### src/rtl/clk_stop_pkg.sv
// Shared types and helpers for the multi-lane edge-clock stop controller.
package clk_stop_pkg;

  localparam int SYNC_DEFAULT = 2;

  typedef enum logic [1:0] {
    STOP      = 2'd0,
    WAIT_SLOT = 2'd1,
    IDLE      = 2'd2
  } lane_state_e;

  function automatic int clog2(input int value);
    int result;
    int v;
    result = 0;
    v = value - 1;
    while (v > 0) begin
      result++;
      v = v >> 1;
    end
    return result;
  endfunction

endpackage

### src/rtl/clk_stop_lane.sv
// One stop lane: datapath-reset resync, rotating release phase, stop FSM
// with minimum hold, and a rising/falling-edge selectable output gate.
module clk_stop_lane
  import clk_stop_pkg::*;
#(
  parameter int REF_DIV     = 2,
  parameter int MIN_STOP    = 4,
  parameter int SYNC_STAGES = SYNC_DEFAULT,
  localparam int PW         = clog2(2 * REF_DIV)
) (
  input  logic          eclk,
  input  logic          reset,
  input  logic          lock,
  input  logic          pll_stop_s,
  input  logic          reset_datapath,
  input  logic [PW-2:0] ref_cnt,
  output logic          reset_datapath_out,
  output logic          stop,
  output logic          stop_busy,
  output logic [PW-1:0] phase
);

  localparam logic [7:0]    HOLD_INIT = 8'(MIN_STOP - 1);
  localparam logic [PW-1:0] PHASE_MAX = PW'(2 * REF_DIV - 1);

  logic [SYNC_STAGES-1:0] rd_sync_reg;
  logic                   rd_last_reg;
  logic                   rd_fall;
  logic [PW-1:0]          phase_reg;

  lane_state_e state_reg, state_next;
  logic [7:0]  hold_reg, hold_next;
  logic        latch_en;
  logic        gate_reg;
  logic        gate_neg_reg;
  logic [PW-2:0] slot_reg;
  logic        edge_sel_reg;

  assign rd_fall = rd_last_reg & ~rd_sync_reg[SYNC_STAGES-1];

  always_ff @(posedge eclk) begin
    if (reset) begin
      rd_sync_reg <= '1;
      rd_last_reg <= 1'b1;
      phase_reg   <= '0;
    end else begin
      rd_sync_reg <= {rd_sync_reg[SYNC_STAGES-2:0], reset_datapath};
      rd_last_reg <= rd_sync_reg[SYNC_STAGES-1];
      if (rd_fall) begin
        phase_reg <= (phase_reg == PHASE_MAX) ? '0 : phase_reg + 1'b1;
      end
    end
  end

  always_comb begin
    state_next = state_reg;
    hold_next  = hold_reg;
    latch_en   = 1'b0;
    unique case (state_reg)
      STOP: begin
        if (hold_reg != 8'd0) begin
          hold_next = hold_reg - 8'd1;
        end
        if (hold_reg == 8'd0 && !pll_stop_s && lock) begin
          state_next = WAIT_SLOT;
          latch_en   = 1'b1;
        end
      end
      WAIT_SLOT: begin
        if (pll_stop_s || !lock) begin
          state_next = STOP;
          hold_next  = HOLD_INIT;
        end else if (ref_cnt == slot_reg) begin
          state_next = IDLE;
        end
      end
      IDLE: begin
        if (pll_stop_s || !lock) begin
          state_next = STOP;
          hold_next  = HOLD_INIT;
        end
      end
      default: begin
        state_next = STOP;
        hold_next  = HOLD_INIT;
      end
    endcase
  end

  // edge_sel only moves on WAIT_SLOT entry, while gate is still high.
  always_ff @(posedge eclk) begin
    if (reset) begin
      state_reg    <= STOP;
      hold_reg     <= HOLD_INIT;
      gate_reg     <= 1'b1;
      slot_reg     <= '0;
      edge_sel_reg <= 1'b0;
    end else begin
      state_reg <= state_next;
      hold_reg  <= hold_next;
      gate_reg  <= (state_next != IDLE);
      if (latch_en) begin
        slot_reg     <= phase_reg[PW-1:1];
        edge_sel_reg <= phase_reg[0];
      end
    end
  end

  always_ff @(negedge eclk) begin
    gate_neg_reg <= gate_reg;
  end

  assign stop               = edge_sel_reg ? gate_neg_reg : gate_reg;
  assign stop_busy          = (state_reg != IDLE);
  assign phase              = phase_reg;
  assign reset_datapath_out = rd_sync_reg[SYNC_STAGES-1];

endmodule

### src/rtl/clk_stop_mlane.sv
// Multi-lane edge-clock stop controller: shared release reference and
// pll_stop resync feeding LANES independent stop lanes.
module clk_stop_mlane
  import clk_stop_pkg::*;
#(
  parameter int LANES       = 1,
  parameter int REF_DIV     = 2,
  parameter int MIN_STOP    = 4,
  parameter int SYNC_STAGES = SYNC_DEFAULT,
  localparam int PW         = clog2(2 * REF_DIV)
) (
  input  logic                eclk,
  input  logic                reset,
  input  logic                lock,
  input  logic                pll_stop,
  input  logic [LANES-1:0]    reset_datapath,
  output logic [LANES-1:0]    reset_datapath_out,
  output logic [LANES-1:0]    stop,
  output logic [LANES-1:0]    stop_busy,
  output logic [LANES*PW-1:0] phase
);

  localparam int SW = PW - 1;

  logic [SW-1:0]          ref_cnt_reg;
  logic [SYNC_STAGES-1:0] pll_sync_reg;
  logic                   pll_stop_s;

  always_ff @(posedge eclk) begin
    if (reset) begin
      ref_cnt_reg  <= '0;
      pll_sync_reg <= '1;
    end else begin
      ref_cnt_reg  <= (ref_cnt_reg == SW'(REF_DIV - 1)) ? '0 : ref_cnt_reg + 1'b1;
      pll_sync_reg <= {pll_sync_reg[SYNC_STAGES-2:0], pll_stop};
    end
  end

  assign pll_stop_s = pll_sync_reg[SYNC_STAGES-1];

  for (genvar gi = 0; gi < LANES; gi++) begin : g_lane
    clk_stop_lane #(
      .REF_DIV     (REF_DIV),
      .MIN_STOP    (MIN_STOP),
      .SYNC_STAGES (SYNC_STAGES)
    ) u_lane (
      .eclk               (eclk),
      .reset              (reset),
      .lock               (lock),
      .pll_stop_s         (pll_stop_s),
      .reset_datapath     (reset_datapath[gi]),
      .ref_cnt            (ref_cnt_reg),
      .reset_datapath_out (reset_datapath_out[gi]),
      .stop               (stop[gi]),
      .stop_busy          (stop_busy[gi]),
      .phase              (phase[gi*PW +: PW])
    );
  end

endmodule

### config.mk
export PLATFORM = sky130hd
export DESIGN_NAME = clk_stop_mlane
export DESIGN_NICKNAME = d
export VERILOG_FILES = /design/src/rtl/clk_stop_pkg.sv /design/src/rtl/clk_stop_lane.sv /design/src/rtl/clk_stop_mlane.sv
export SDC_FILE = /design/constraint.sdc
export NUM_CORES = 1
export LEC_CHECK = 0
export CORE_UTILIZATION = 29
export DETAILED_ROUTE_END_ITERATION = 6
export GPL_TIMING_DRIVEN = 0
export HOLD_SLACK_MARGIN = 0.1
export PLACE_DENSITY_LB_ADDON = 0.15
export SYNTH_ARGS = -nofsm -noshare
export SYNTH_HDL_FRONTEND = slang
export SYNTH_SLANG_ARGS = --single-unit
### constraint.sdc
create_clock -name eclk -period 2.9 [get_ports eclk]
set_input_delay 0.87 -clock eclk [delete_from_list [all_inputs] [get_ports eclk]]
set_output_delay 0.87 -clock eclk [all_outputs]
set_load 0.01 [all_outputs]
==> results by group <==
Run status
  – Status: complete, but fails checks
  – Failing checks: negative setup slack

Placed design
  – Pre-CTS setup slack: -0.4242 ns
  – DP Area: 1180 um2
  – GPL Wtd Cong: 0.7372
  – Number of port buffers: 9
  – DP Wirelength: approximately 1400 um
  – Dpl cells: between 150 and 200

Global route
  – Gr usage total: 11.53%
  – GRT Residual Overflow: 0
  – Largest net degree at the start of global routing: 14
  – First-pass GRT wire length: about 3100 um
  – Number of global-route vias before repair: 712
  – Initial antenna violation count: 0

Timing
  – Endpoints failing setup: 1
  – Relative slew slack: about 55%
  – Final Skew: about 0.054 ns
  – Fin. Hold Viols: 0
  – Slew @ Worst Pin: 0.6514 ns
  – Post-route setup slack: -0.4617 ns
  – Final Slew Violations: 0
  – Unrepaired setup endpoints after global routing: yes

Setup path
  – Critical Path Sink Type: output port
  – Worst Setup SP: g_lane[0].u_lane.gate_neg_reg
  – R2R cell count: 6
  – Req. time, crit path: 2.03 ns
  – Worst Path Max Fanout: 1
  – WS Path Type: flop to output port
  – Worst flop-to-flop path startpoint: g_lane[0].u_lane.state_reg[0]
  – WP data arrival: roughly 2.5 ns
  – Crit path launch type: flop

Routing
  – Detail Route Antenna Nets: 0
  – Initial DRC Count: 29
  – Vias per cell: 4.661
  – Wire per inst: 10.81 um
  – DR pass1 iterations: 4
  – Post-route DRC: 0
  – Routed Wire Length: 1816 um
  – Detailed-route via count: just under 800

Final layout
  – Fillers: 365
  – NumNets Final: around 130
  – Register area: 440.4 um2
  – Area growth, synth to finish: 19.39%
  – Max FFs per register: 8
  – N_diodes: 0
  – Multi-input logic area: 546.8 um2
  – Post-route cell area: between 1000 and 1500 um2
  – Finished Layout Cells: roughly 170
  – Share of cells above drive strength 1: 13.11%

Logic synthesis
  – Ys async rst share: 0%
  – Mapped Cells: 109
  – #FFs+latches synth: 22
  – Ys Warns: 0
  – Synth Area per Inst: 9.470 um2
  – Post-synth top area share: between 40% and 50%
  – Post-synth top flop: dfxtp_1
  – Synthesized area: 1032 um2
  – Sequential-to-total area share from yosys stat: 42.67%
  – Post-synthesis net count: 120
  – Leading area contributor after synthesis: dfxtp_1
  – Post-synth EDFFs: 0
  – Ranking of synthesized cells by area: dfxtp_1, ha_1, nor2_1
  – Synth cell types: 35

CTS
  – Clock slew at reported path FFs: 0.13 ns
  – Clk_lat worst skew: 0.37 ns
  – CTS H-Tree Depth: 1
  – CTS tree: built
  – Max Root-Sink Buffers: 2
  – Hold-fix buffers, CTS: 0
  – Num CTS Buffers: 3
  – Root Driver: clkbuf_4
  – CTS sink count: 22

Power and ir drop
  – VDD IR max: 0.1495 mV
  – P_leak: 0.0004872 uW
  – PwrDens: 520.8 nW/um2

Job
  – Max-Cap Viols: 0

Min path
  – Worst hold path type: flop to flop
  – WHS Path Cells: 1
  – Hold Path Origin: pll_sync_reg[0]

Floorplanning
  – Height of the chip: 61.66 um
  – Core area: 3363 um2
  – IO Count: 10
  – Area of the die: 3802 um2
  – Die X: 61.66 um
  – Effective utilization at floorplan: 30.69%
  – Num rows: 21
-- critical path, stage by stage (launching register included) --
cell,delay [ns]
dfxtp_1,0.30
mux2_4,0.26
buf_6,0.12
-- what timing repair did --
action / 4_1_cts / 5_1_grt
endpoints found under the setup margin: 1 / 1
resized for setup: 6 / 0
buffers inserted: 0 / 0
-- routing by layer --
layer | vias to the layer above | track usage [%] | part of all wire, %
met5 | - | 0 | 0
met4 | 0 | 6.667 | 2.5
met3 | 5 | 3.151 | 3.1
met2 | 12 | 17.20 | 43
met1 | 347 | 14.87 | 52
li1 | 419 | - | -
-- cell usage after synthesis, drive strengths merged (3+ instances only) --
cell   instances
a21oi          4
dfxtp         22
ha             6
inv            9
mux2i          3
nand4          3
nor2          15
nor3           7
nor4b          3
or2            5
or4b           3
-- power by group --
| group | switching, uW | leakage (uW) | internal (uW) |
|---|---|---|---|
| logic | 45.6 | 0.000276 | 47.4 |
| registers | 16.0 | 0.000180 | 319 |
| clock network | 107 | 0.0000315 | 107 |
| total | 168 | 0.000487 | 474 |
-- metrics by stage --
step                      total power [uW]  hold WS [ns]  setup TNS [ns]  utilization [%]
after detailed placement             439.3        0.3964         -0.4242            35.08
after CTS                            648.5        0.4285         -0.4707            36.64
after global placement               438.3        0.3919         -0.4210            35.08
after floorplan                      414.1        0.3895               0                -
after global routing                 675.4        0.4544         -0.5092            36.64
final                                641.9        0.4251         -0.4617            36.64
-- final timing paths --
kind / end / slack (ns)
setup / recovery: stop / -0.46
hold / removal: pll_sync_reg[1] / 0.43
setup reg to reg: g_lane[0].u_lane.hold_reg[7] / 0.93
hold reg to reg: pll_sync_reg[1] / 0.43
-- placed cells by master (no fill, tap or decap), types with 2 or more instances in the layout --
cell type	count
dfxtp_1	22
nor2_1	15
inv_1	9
clkdlybuf4s50_1	8
nor3_1	7
ha_1	6
or2_2	5
a21oi_1	4
nor4b_1	3
nand4_1	3
mux2i_1	3
clkbuf_4	3
buf_6	2
o21ai_0	2
xnor2_1	2
a2111oi_0	2
o21a_1	2
nand2_1	2
o21bai_1	2
xor2_1	2
-- layout make-up --
| class | count | share of cell area, % |
|---|---|---|
| inverter | 8 | 2.437 |
| buffer | 2 | 1.218 |
| clock buffer | 4 | 3.858 |
| sequential | 22 | 35.74 |
| clock inverter | 1 | 0.3046 |
| timing repair buffer | 9 | 7.411 |
| tap | 46 | 4.670 |
| multi-input combinational | 76 | 44.37 |
-- kinds of logic (layout without fill, tap and decap cells) --
family	Yosys count	in the layout	synth area share, %
XOR/XNOR	4	4	3.395
flip-flops	22	22	42.67
multiplexers	4	4	4.000
buffers and inverters	11	24	4.727
adder cells (fa/ha/maj)	6	6	7.273
AO/OA/AOI/OAI	19	19	14.30
AND/OR/NAND/NOR	43	43	23.64
No activity file was read; power rests on OpenSTA's default activity.
